[config.mk]
export PLATFORM = sky130hd
export DESIGN_NAME = pipe_stage_hs
export DESIGN_NICKNAME = d
export VERILOG_FILES = /design/src/rtl/pipe_pkg.sv /design/src/rtl/pipe_slot.sv /design/src/rtl/pipe_stage_hs.sv
export SDC_FILE = /design/constraint.sdc
export NUM_CORES = 1
export LEC_CHECK = 0
export BUFFER_PORTS_ARGS = -buffer_cell sky130_fd_sc_hd__clkbuf_2
export CORE_AREA = 2 2 196 198
export DETAILED_ROUTE_END_ITERATION = 6
export DIE_AREA = 0 0 198 200
export PLACE_DENSITY = 0.63
export SLEW_MARGIN = 25
export SYNTH_ARGS = -nofsm -noshare
export SYNTH_HDL_FRONTEND = slang
export SYNTH_SLANG_ARGS = --single-unit
[constraint.sdc]
create_clock -name clk -period 1.79 [get_ports clk]
set_input_delay 0.2685 -clock clk [delete_from_list [all_inputs] [get_ports clk]]
set_output_delay 0.2685 -clock clk [all_outputs]
set_load 0.02 [all_outputs]
[src/rtl/pipe_pkg.sv]
// Shared constants for the inter-stage pipeline registers: per-stage payload widths,
// control-bit positions and the fetch reset PC.
package pipe_pkg;

   localparam int IFID_DATA_W  = 64;
   localparam int IFID_CTRL_W  = 1;
   localparam int IDEX_DATA_W  = 138;
   localparam int IDEX_CTRL_W  = 10;
   localparam int EXMEM_DATA_W = 165;
   localparam int EXMEM_CTRL_W = 10;
   localparam int MEMWB_DATA_W = 69;
   localparam int MEMWB_CTRL_W = 2;

   localparam int REGWRITE = 0;
   localparam int BNE      = 1;
   localparam int BEQ      = 2;
   localparam int ZERO     = 3;
   localparam int MEMWRITE = 4;
   localparam int MEMREAD  = 5;
   localparam int MEMTOREG = 6;
   localparam int JAL      = 7;
   localparam int J        = 8;
   localparam int JR       = 9;

   localparam logic [31:0] RESET_PC = 32'h0040_0000;

   function automatic logic [1:0] entry_count(input logic a, input logic b);
      return {1'b0, a} + {1'b0, b};
   endfunction

endpackage

[src/rtl/pipe_slot.sv]
// One pipeline storage entry (valid + data + ctrl) updated on the falling clock edge.
// clear empties the entry and zeroes its control but keeps the data; load captures an entry.
module pipe_slot
   import pipe_pkg::*;
#(
   parameter int                DATA_W     = 32,
   parameter int                CTRL_W     = 1,
   parameter logic [DATA_W-1:0] RESET_DATA = {DATA_W{1'b0}}
) (
   input  logic              clk,
   input  logic              reset,
   input  logic              load_i,
   input  logic              clear_i,
   input  logic [DATA_W-1:0] data_i,
   input  logic [CTRL_W-1:0] ctrl_i,
   output logic              valid_o,
   output logic [DATA_W-1:0] data_o,
   output logic [CTRL_W-1:0] ctrl_o
);

   logic              valid_q, valid_d;
   logic [DATA_W-1:0] data_q,  data_d;
   logic [CTRL_W-1:0] ctrl_q,  ctrl_d;

   // Next-state: clear wins over load; otherwise hold.
   always_comb begin
      valid_d = valid_q;
      data_d  = data_q;
      ctrl_d  = ctrl_q;
      if (clear_i) begin
         valid_d = 1'b0;
         ctrl_d  = {CTRL_W{1'b0}};
      end else if (load_i) begin
         valid_d = 1'b1;
         data_d  = data_i;
         ctrl_d  = ctrl_i;
      end else begin
         valid_d = valid_q;
      end
   end

   // Entry register, asynchronously reset.
   always_ff @(negedge clk or negedge reset) begin
      if (!reset) begin
         valid_q <= 1'b0;
         data_q  <= RESET_DATA;
         ctrl_q  <= {CTRL_W{1'b0}};
      end else begin
         valid_q <= valid_d;
         data_q  <= data_d;
         ctrl_q  <= ctrl_d;
      end
   end

   assign valid_o = valid_q;
   assign data_o  = data_q;
   assign ctrl_o  = ctrl_q;

endmodule

[src/rtl/pipe_stage_hs.sv]
// Valid/ready pipeline stage with optional skid entry, flush-to-bubble and a saturating
// stall counter. Control bits leaving the stage are zero whenever it holds a bubble.
module pipe_stage_hs
   import pipe_pkg::*;
#(
   parameter int                DATA_W     = EXMEM_DATA_W,
   parameter int                CTRL_W     = EXMEM_CTRL_W,
   parameter bit                SKID       = 1'b1,
   parameter logic [DATA_W-1:0] RESET_DATA = {DATA_W{1'b0}},
   parameter int                CNT_W      = 16
) (
   input  logic              clk,
   input  logic              reset,
   input  logic              flush,
   input  logic              in_valid,
   output logic              in_ready,
   input  logic [DATA_W-1:0] in_data,
   input  logic [CTRL_W-1:0] in_ctrl,
   output logic              out_valid,
   input  logic              out_ready,
   output logic [DATA_W-1:0] out_data,
   output logic [CTRL_W-1:0] out_ctrl,
   output logic [1:0]        occupancy,
   input  logic              clr_cnt,
   output logic [CNT_W-1:0]  stall_cnt
);

   localparam logic [CNT_W-1:0] CNT_MAX = {CNT_W{1'b1}};
   localparam logic [CNT_W-1:0] CNT_ONE = {{(CNT_W-1){1'b0}}, 1'b1};

   logic              m_valid_s, s_valid_s;
   logic [DATA_W-1:0] m_data_s,  s_data_s,  m_data_in_s;
   logic [CTRL_W-1:0] m_ctrl_s,  s_ctrl_s,  m_ctrl_in_s;
   logic              m_load_s,  m_clear_s, m_take_s, in_fire_s;
   logic [CNT_W-1:0]  stall_q,   stall_d;

   // With the skid entry, ready depends only on stored state so out_ready has no path to it.
   always_comb begin
      if (SKID) begin
         in_ready = !s_valid_s && !flush;
      end else begin
         in_ready = (!m_valid_s || out_ready) && !flush;
      end
   end

   assign in_fire_s = in_valid && in_ready;
   assign m_take_s  = !m_valid_s || out_ready;

   // Main entry refills from the skid entry first, then from the input.
   always_comb begin
      m_load_s    = 1'b0;
      m_clear_s   = 1'b0;
      m_data_in_s = in_data;
      m_ctrl_in_s = in_ctrl;
      if (flush) begin
         m_clear_s = 1'b1;
      end else if (m_take_s) begin
         if (s_valid_s) begin
            m_load_s    = 1'b1;
            m_data_in_s = s_data_s;
            m_ctrl_in_s = s_ctrl_s;
         end else if (in_fire_s) begin
            m_load_s = 1'b1;
         end else begin
            m_clear_s = 1'b1;
         end
      end else begin
         m_load_s = 1'b0;
      end
   end

   pipe_slot #(.DATA_W(DATA_W), .CTRL_W(CTRL_W), .RESET_DATA(RESET_DATA)) u_main (
      .clk     (clk),
      .reset   (reset),
      .load_i  (m_load_s),
      .clear_i (m_clear_s),
      .data_i  (m_data_in_s),
      .ctrl_i  (m_ctrl_in_s),
      .valid_o (m_valid_s),
      .data_o  (m_data_s),
      .ctrl_o  (m_ctrl_s)
   );

   if (SKID) begin : g_skid
      logic s_load_s, s_clear_s;
      assign s_clear_s = flush || (m_take_s && s_valid_s);
      assign s_load_s  = !m_take_s && in_fire_s;

      pipe_slot #(.DATA_W(DATA_W), .CTRL_W(CTRL_W), .RESET_DATA(RESET_DATA)) u_skid (
         .clk     (clk),
         .reset   (reset),
         .load_i  (s_load_s),
         .clear_i (s_clear_s),
         .data_i  (in_data),
         .ctrl_i  (in_ctrl),
         .valid_o (s_valid_s),
         .data_o  (s_data_s),
         .ctrl_o  (s_ctrl_s)
      );
   end else begin : g_no_skid
      assign s_valid_s = 1'b0;
      assign s_data_s  = RESET_DATA;
      assign s_ctrl_s  = {CTRL_W{1'b0}};
   end

   // Stall counter: clear has priority, flush leaves it alone, increment saturates.
   always_comb begin
      if (clr_cnt) begin
         stall_d = {CNT_W{1'b0}};
      end else if (m_valid_s && !out_ready && (stall_q != CNT_MAX)) begin
         stall_d = stall_q + CNT_ONE;
      end else begin
         stall_d = stall_q;
      end
   end

   // Stall counter register.
   always_ff @(negedge clk or negedge reset) begin
      if (!reset) begin
         stall_q <= {CNT_W{1'b0}};
      end else begin
         stall_q <= stall_d;
      end
   end

   assign out_valid = m_valid_s;
   assign out_data  = m_data_s;
   assign out_ctrl  = m_ctrl_s & {CTRL_W{m_valid_s}};
   assign occupancy = entry_count(m_valid_s, s_valid_s);
   assign stall_cnt = stall_q;

endmodule

# ---- After elaboration in Yosys (flattened, before gate mapping)
# Index checks and enable logic that the tools add are counted.
dict set report totals {
  ff_bits 368
  latchBits 0
  ramBits 0
  rom_bits 0
  mem_count 0
}
dict set report classes {
  addsub 2
  n_mul 0
  n_div 0
  order_cmp 0
  eq_ne 1
  shift 0
  n_mux 24
  bitwise_logic 3
  reduce_logical 18
}
# operator count
set op_table {}
lappend op_table {{$mux 165} 3}
lappend op_table {{$mux 10} 7}
lappend op_table {{$mux 16} 2}
lappend op_table {{$add 16x1->16 const B} 1}
lappend op_table {{$ne 16x16->1 const B} 1}
lappend op_table {{$mux 1} 12}
lappend op_table {{$and 10x10->10} 1}
lappend op_table {{$logic_and 1x1->1} 6}
lappend op_table {{$reduce_bool 2->1} 3}
lappend op_table {{$logic_not 1->1} 5}
lappend op_table {{$reduce_and 2->1} 2}
lappend op_table {{$add 1x1->2} 1}
lappend op_table {{$logic_or 1x1->1} 2}
lappend op_table {{$not 1->1} 2}

# ---- Logic depth before layout (Yosys ltp)
# Gate-level depths: netlist of the first run.
dict set report logic_depth {
  word_depth 9
  ltp_mapped 9
  depth_no_buf 5
}

# ---- By module
# Synthesis of the first run repeated with hierarchy kept, for this count alone.
dict set report hier_totals {
  cells_unflattened 1081
  hier_area_um2 17697.0
}
# mod instances cells_each area_per_inst_um2 seq_area_each_um2
set by_module_without_submodules {}
lappend by_module_without_submodules {pipe_slot 2 384 7245.7 4404.2}
lappend by_module_without_submodules {pipe_stage_hs 1 313 3205.6 400.4}

==> impl_metrics.csv, run 1 <==
group,metric,value,unit
status,status,"complete, but fails checks",
status,violated_checks,"setup timing",
synth,synth-main-ff-cell,"sky130_fd_sc_hd__dfrtn_1",
sta,post-route-worst-setup-slack,-0.8241,ns
drt,antenna_violating_nets_post_route,0,
die,fp-row-count,71,
synth,synth_edf_count,0,
die,io_pins,376,
drt,routed-via-count,12880,
synth,ys.warnings.count,0,
power_and_ir_drop,peakVddDrop,911.9,uV
power_and_ir_drop,power_per_cell_area,1049,nW/um^2
clocking,max-clock-path-buffers,3,
sta,timing.final.setup_violations,554,
critical_path,endpoint_kind,"output pin",
power_and_ir_drop,totalPowerFinal,25.59,mW
cells_and_area,multi_input_comb_area,5947,um^2
global_route,grt_first_pass_wirelength,76.60,mm
critical_path,cp_data_required_time,1.52,ns
cells_and_area,seq_area,9209,um^2
clocking,tritoncts_clock_tree,"built",
drt,post_drt_via_cell_ratio,5.363,
sta,slew_viol_final,0,
die,fp.dieW,198,um
synth,synth_fp_nets,1451,
cells_and_area,syn2layout_area_growth,64.17,%
clocking,cts_buffers,40,
global_route,global_route_congestion_overflow_total,0,
clocking,tritoncts_num_sinks,368,
sta,hold_slack_final,0.3657,ns
die,dieArea,39600,um^2
clocking,cts_hold_repair.buffers,0,
placement,port_buffer_count,375,
die,initial_utilization,39.75,%
sta,fin_skew,0.006860,ns
cells_and_area,nets,2041,
critical_path,crit_path_max_fanout,4,
clocking,clk_root_buf,"sky130_fd_sc_hd__clkbuf_16",
sta,report.final.hold_viol_count,0,
global_route,first_global_vias,13400,
clocking,clk_transition_reported_paths,0.04,ns
synth,netlist_area,14870,um^2
synth,synth.distinct_cells,39,
global_route,grt_antenna_before_repair,1,
global_route,grt_start_max_net_pins,84,
synth,synthCells,1268,
sta,max_slew.worst_pin.slew,0.7004,ns
synth,ys_async_sr_fraction,100.0,%
synth,postSynthAreaPerCell,11.73,um^2
critical_path,criticalPathCategory,"reg2out",
worst_hold_path,hold_path_class,"in2async",
cells_and_area,layout-drive-gt1-share,49.21,%
cells_and_area,layout.cells.most_common,"sky130_fd_sc_hd__dfrtn_1",
placement,dp_hpwl,28.69,mm
power_and_ir_drop,cellLeakagePower,11.61,nW
sta,grt_setup_unrepaired,"true",
drt,totalWireLength,50.07,mm
placement,post-place-ws,-0.8804,ns
critical_path,data_arrival_at_the_endpoint_of_the_critical_path,2.35,ns
placement,dpl_cell_area,18350,um^2
flow_run,maxCapViolations,0,
drt,route.detailed.wl_per_inst,20.85,um
clocking,cts_htree_levels,2,
drt,initialDrtViolationCount,599,
critical_path,timing.critical_path.from_type,"flip-flop",
synth,ys_seq_elements,368,
global_route,global_route_total_usage_across_every_layer,24.56,%
drt,drcViolationCount,0,
sta,worst_slew_margin_rel,53.14,%
die,die_height,200,um
placement,place.gp.congestion,0.8203,
cells_and_area,most-common-layout-cells,"sky130_fd_sc_hd__dfrtn_1, sky130_fd_sc_hd__clkbuf_2, sky130_fd_sc_hd__clkbuf_8",
cells_and_area,design_area,24410,um^2
cells_and_area,fill_cells,2604,
die,design.core.area,37400,um^2
synth,yosysSeqAreaShare,61.94,%
drt,drt_first_pass_iters,5,
clocking,clock_insertion_delay_worst_skew,0.53,ns
## cells in the mapped netlist, types with 2 or more instances
library cell / instances / area share [%]
sky130_fd_sc_hd__clkbuf_1: 57 / 1.4
sky130_fd_sc_hd__mux2i_1: 10 / 0.67
sky130_fd_sc_hd__and2_1: 10 / 0.42
sky130_fd_sc_hd__dfrtn_1: 368 / 62
sky130_fd_sc_hd__nand4_2: 2 / 0.17
sky130_fd_sc_hd__nand2b_1: 2 / 0.084
sky130_fd_sc_hd__inv_1: 3 / 0.076
sky130_fd_sc_hd__nor2b_1: 2 / 0.084
sky130_fd_sc_hd__a311oi_1: 2 / 0.12
sky130_fd_sc_hd__nor2_1: 7 / 0.18
sky130_fd_sc_hd__nand3_1: 3 / 0.10
sky130_fd_sc_hd__ha_1: 2 / 0.17
sky130_fd_sc_hd__buf_1: 11 / 0.28
sky130_fd_sc_hd__and4b_1: 2 / 0.13
sky130_fd_sc_hd__a21oi_1: 14 / 0.47
sky130_fd_sc_hd__a22o_1: 10 / 0.59
sky130_fd_sc_hd__nor3_1: 8 / 0.27
sky130_fd_sc_hd__nand2_1: 181 / 4.6
sky130_fd_sc_hd__o21ai_0: 179 / 6.0
sky130_fd_sc_hd__or4_1: 5 / 0.25
sky130_fd_sc_hd__nand4_1: 3 / 0.13
sky130_fd_sc_hd__buf_2: 33 / 1.1
sky130_fd_sc_hd__o31ai_1: 5 / 0.25
sky130_fd_sc_hd__mux2_2: 165 / 12
sky130_fd_sc_hd__o22ai_1: 165 / 6.9
sky130_fd_sc_hd__or3_1: 6 / 0.25
## path summary, 6_finish.rpt
check / startpoint / end / slack, ns / depth (start not counted)
min in group clk: u_main.data_o[24] / u_main.data_o[24] / 0.44 / 2
min: reset / g_skid.u_skid.data_o[18] / 0.37 / 1
max in group asynchronous: reset / u_main.data_o[89] / 0.74 / 2
max: u_main.valid_o / occupancy[0] / -0.82 / 2
min reg2reg: u_main.data_o[24] / u_main.data_o[24] / 0.44 / 2
max reg2reg: u_main.valid_o / u_main.data_o[118] / -0.42 / 10
## repair_timing
item	4_1_cts	5_1_grt
setup endpoints to repair	543	557
gates cloned	35	1
endpoints found under the hold margin	0	0
setup buffers	73	53
pin swaps	23	1
gates resized for setup	656	51
## power by group
| group | internal [mW] | leakage [nW] | switching (mW) |
|---|---|---|---|
| Combinational | 3.78 | 6.40 | 2.60 |
| Clock | 4.71 | 0.626 | 3.35 |
| Sequential | 10.1 | 4.58 | 1.09 |
| Total | 18.6 | 11.6 | 7.04 |
## through the flow
step           util, %  setup TNS [ns]  cells
5_1_grt          65.26         -240.95   2400
6_report         65.26         -209.83   2401
3_3_place_gp     49.08         -252.46   2166
3_5_place_dp     49.08         -257.81   2166
2_1_floorplan        -         -215.67   1268
4_1_cts          63.89         -195.79   2345
## sequential cells by signal, indices dropped and copies added (netlist names)
signal,cells
g_skid.u_skid.data_o,165
u_main.ctrl_o,10
u_main.valid_o,1
u_main.data_o,165
g_skid.u_skid.ctrl_o,10
g_skid.u_skid.valid_o,1
stall_cnt,16
## area by class of cell
class                           count  area share (%)
Tap cell                          511           2.619
Timing Repair Buffer              649           30.02
Sequential cell                   368           37.73
Clock buffer                       63           4.870
Inverter                            3         0.05639
Clock inverter                      9          0.3178
Multi-Input combinational cell    796           24.36
Antenna cell                        2         0.02050
## critical path, stage by stage (launching register included)
cell and delay (ns):
sky130_fd_sc_hd__dfrtn_1 0.47, sky130_fd_sc_hd__ha_1 0.28, sky130_fd_sc_hd__clkbuf_8 0.17
## metal layers
layer | track usage [%] | part of all wire, % | vias up
li1 | - | - | 5808
met1 | 31.62 | 41 | 6546
met2 | 41.58 | 50 | 424
met3 | 4.805 | 5.4 | 99
met4 | 8.716 | 3.6 | 0
met5 | 0 | 0 | -
## cell families (layout without fill, tap and decap cells)
logic type,after synthesis,count (layout),share of synthesized area (%)
AO/OA/AOI/OAI,382,382,14.83
flip-flops,368,368,61.94
AND/OR/NAND/NOR,237,237,6.993
multiplexers,175,175,13.17
buffers and inverters,104,724,2.903
adder cells (fa/ha/maj),2,2,0.1683
other,0,2,0
No activity file was read; power rests on OpenSTA's default activity.
==> inputs of run 2 (changes only) <==
CTS_BUF_LIST = sky130_fd_sc_hd__clkbuf_8   (was unset)
==> impl_metrics.csv, run 2 (synthesized netlist as in run 1, its figures left out) <==
group,metric,value,unit
clocking,cts_buffers,61,
cells_and_area,finish.utilization,61.32,%
drt,antenna_violating_nets_post_route,0,
critical_path,worst_setup_path_endpoint,"occupancy[0]",
sta,report.final.hold_viol_count,0,
cells_and_area,nets,2024,
global_route,grt_antenna_before_repair,0,
cells_and_area,syn2layout_area_growth,54.24,%
sta,max_slew.worst_pin.slew,0.6744,ns
power_and_ir_drop,cell_internal_pwr,17.14,mW
critical_path,setup.worst_path.start,"u_main.valid_o",
global_route,grt_first_pass_wirelength,69.41,mm
status,violated_checks,"setup timing",
die,io_pins,376,
cells_and_area,num_antenna_cells,0,
sta,hold_slack_final,0.3016,ns
clocking,clock_insertion_delay_worst_skew,0.60,ns
drt,initialDrtViolationCount,438,
sta,grt_setup_unrepaired,"true",
flow_run,maxCapViolations,0,
critical_path,crit_path_max_fanout,4,
clocking,cts_htree_levels,2,
power_and_ir_drop,clock_group_share_of_total_power,30.9,%
global_route,first_global_vias,12740,
global_route,global_route_congestion_overflow_total,0,
critical_path,cp_data_required_time,1.52,ns
placement,dp_hpwl,28.69,mm
critical_path,depth_of_the_worst_register_to_register_path,12,
drt,totalWireLength,45.63,mm
drt,drcViolationCount,0,
clocking,clk_root_buf,"sky130_fd_sc_hd__clkbuf_8",
power_and_ir_drop,swShare,28.70,%
die,die_height,200,um
sta,timing.final.setup_violations,555,
sta,post-route-worst-setup-slack,-0.9138,ns
sta,fin_skew,0.02688,ns
die,design.core.area,37400,um^2
die,dieArea,39600,um^2
clocking,max-clock-path-buffers,3,
cells_and_area,design_area,22930,um^2
critical_path,r2r_end,"g_skid.u_skid.data_o[106]",
worst_hold_path,hold_path_class,"in2async",
drt,route.detailed.wl_per_inst,19.00,um
critical_path,data_arrival_at_the_endpoint_of_the_critical_path,2.44,ns
clocking,tritoncts_clock_tree,"built",
die,initial_utilization,39.75,%
power_and_ir_drop,net-switching-power,6.897,mW
placement,port_buffer_count,375,
critical_path,criticalPathCategory,"reg2out",
power_and_ir_drop,peakVddDrop,749.3,uV
critical_path,rr_startpoint,"u_main.valid_o",
die,fp-row-count,71,
clocking,cts_hold_repair.buffers,0,
drt,routed-via-count,12510,
die,fp.dieW,198,um
placement,dpl_cell_area,18350,um^2
cells_and_area,layout.cells.most_common,"sky130_fd_sc_hd__dfrtn_1",
cells_and_area,layout-drive-gt1-share,47.14,%
drt,drt_first_pass_iters,4,
clocking,tritoncts_num_sinks,368,
power_and_ir_drop,sequential_power_share,46.1,%
drt,post_drt_via_cell_ratio,5.209,
power_and_ir_drop,cellLeakagePower,10.84,nW
sta,slew_viol_final,0,
placement,place.gp.congestion,0.8203,
critical_path,r2r_slack,-0.50,ns
clocking,clk_transition_reported_paths,0.04,ns
sta,fin_setup_tns,-243.66,ns
cells_and_area,most-common-layout-cells,"sky130_fd_sc_hd__dfrtn_1, sky130_fd_sc_hd__clkbuf_8, sky130_fd_sc_hd__nand2_1",
critical_path,endpoint_kind,"output pin",
sta,worst_slew_margin_rel,54.88,%
power_and_ir_drop,power_per_cell_area,1048,nW/um^2
power_and_ir_drop,combinationalPowerShare,23.0,%
global_route,grt_start_max_net_pins,84,
global_route,global_route_total_usage_across_every_layer,22.30,%
status,status,"complete, but fails checks",
critical_path,timing.critical_path.from_type,"flip-flop",
run 2: changes by cell type in the layout (fill, tap and decap cells not counted), moves of 7 or more:
cell,delta
sky130_fd_sc_hd__o21ai_2,-7
sky130_fd_sc_hd__clkbuf_1,-14
sky130_fd_sc_hd__nand2_2,-18
sky130_fd_sc_hd__nand2_1,+21
sky130_fd_sc_hd__inv_1,+25
sky130_fd_sc_hd__buf_12,-8
sky130_fd_sc_hd__mux2_4,-133
sky130_fd_sc_hd__o21ai_1,-19
sky130_fd_sc_hd__clkbuf_16,-38
sky130_fd_sc_hd__buf_16,-16
sky130_fd_sc_hd__clkbuf_8,+70
sky130_fd_sc_hd__mux2_2,+133
sky130_fd_sc_hd__o21ai_0,+26
run 2: metrics by stage:
stage          std cells  worst slack [ns]  total power [mW]
3_5_place_dp        2166           -0.8804             15.05
5_1_grt             2401           -0.9690             25.15
3_3_place_gp        2166           -0.8544             14.86
6_report            2401           -0.9138             24.03
2_1_floorplan       1268           -0.6404             13.25
4_1_cts             2349           -0.9294             23.79
run 2: critical path, stage by stage (launching register included):
cell and delay [ns]:
sky130_fd_sc_hd__dfrtn_1 0.49, sky130_fd_sc_hd__ha_1 0.29, sky130_fd_sc_hd__clkbuf_8 0.17
run 2: area by class of cell:
type,count,area (um^2)
Timing Repair Buffer,611,6490
Inverter,3,13.76
Sequential cell,368,9209
Multi-Input combinational cell,796,5343
Clock buffer,79,1087
Tap cell,511,639.4
Fill cell,2868,14470
Clock inverter,33,150.1
run 2: what timing repair did:
| action | CTS | global route |
|---|---|---|
| gates resized for setup | 435 | 54 |
| endpoints found under the setup margin | 532 | 557 |
| pin swaps | 4 | 1 |
| buffers inserted | 58 | 49 |
| cloned | 14 | 4 |
run 2: worst min path at each step:
stage | startpoint | end | slack, ns | depth (start not counted)
global route | reset | g_skid.u_skid.data_o[15] | 0.28 | 1
finish | reset | g_skid.u_skid.data_o[15] | 0.30 | 1
floorplan | u_main.ctrl_o[9] | u_main.ctrl_o[9] | 0.40 | 2
CTS | reset | g_skid.u_skid.data_o[15] | 0.27 | 1
global placement | u_main.ctrl_o[2] | u_main.ctrl_o[2] | 0.42 | 2
detailed placement | u_main.ctrl_o[3] | u_main.ctrl_o[3] | 0.43 | 2
run 2: power by group through the flow:
stage | Clock, mW | Sequential [mW] | Combinational, mW
after floorplan | 0 | 11.6 | 1.65
after global placement | 0 | 11.0 | 3.87
final | 7.43 | 11.1 | 5.54
after detailed placement | 0 | 11.1 | 3.99
after CTS | 7.56 | 11.0 | 5.20
after global routing | 7.98 | 11.2 | 5.93
run 2: routing by layer:
layer / global-route usage, % / wire, um / part of all wire [%] / vias up
met4: 10.92 / 1854 / 4.1 / 0
met1: 28.02 / 18460 / 40 / 6202
met2: 36.15 / 22380 / 49 / 435
met3: 5.679 / 2935 / 6.4 / 102
met5: 0 / 0 / 0 / -
li1: - / - / - / 5769
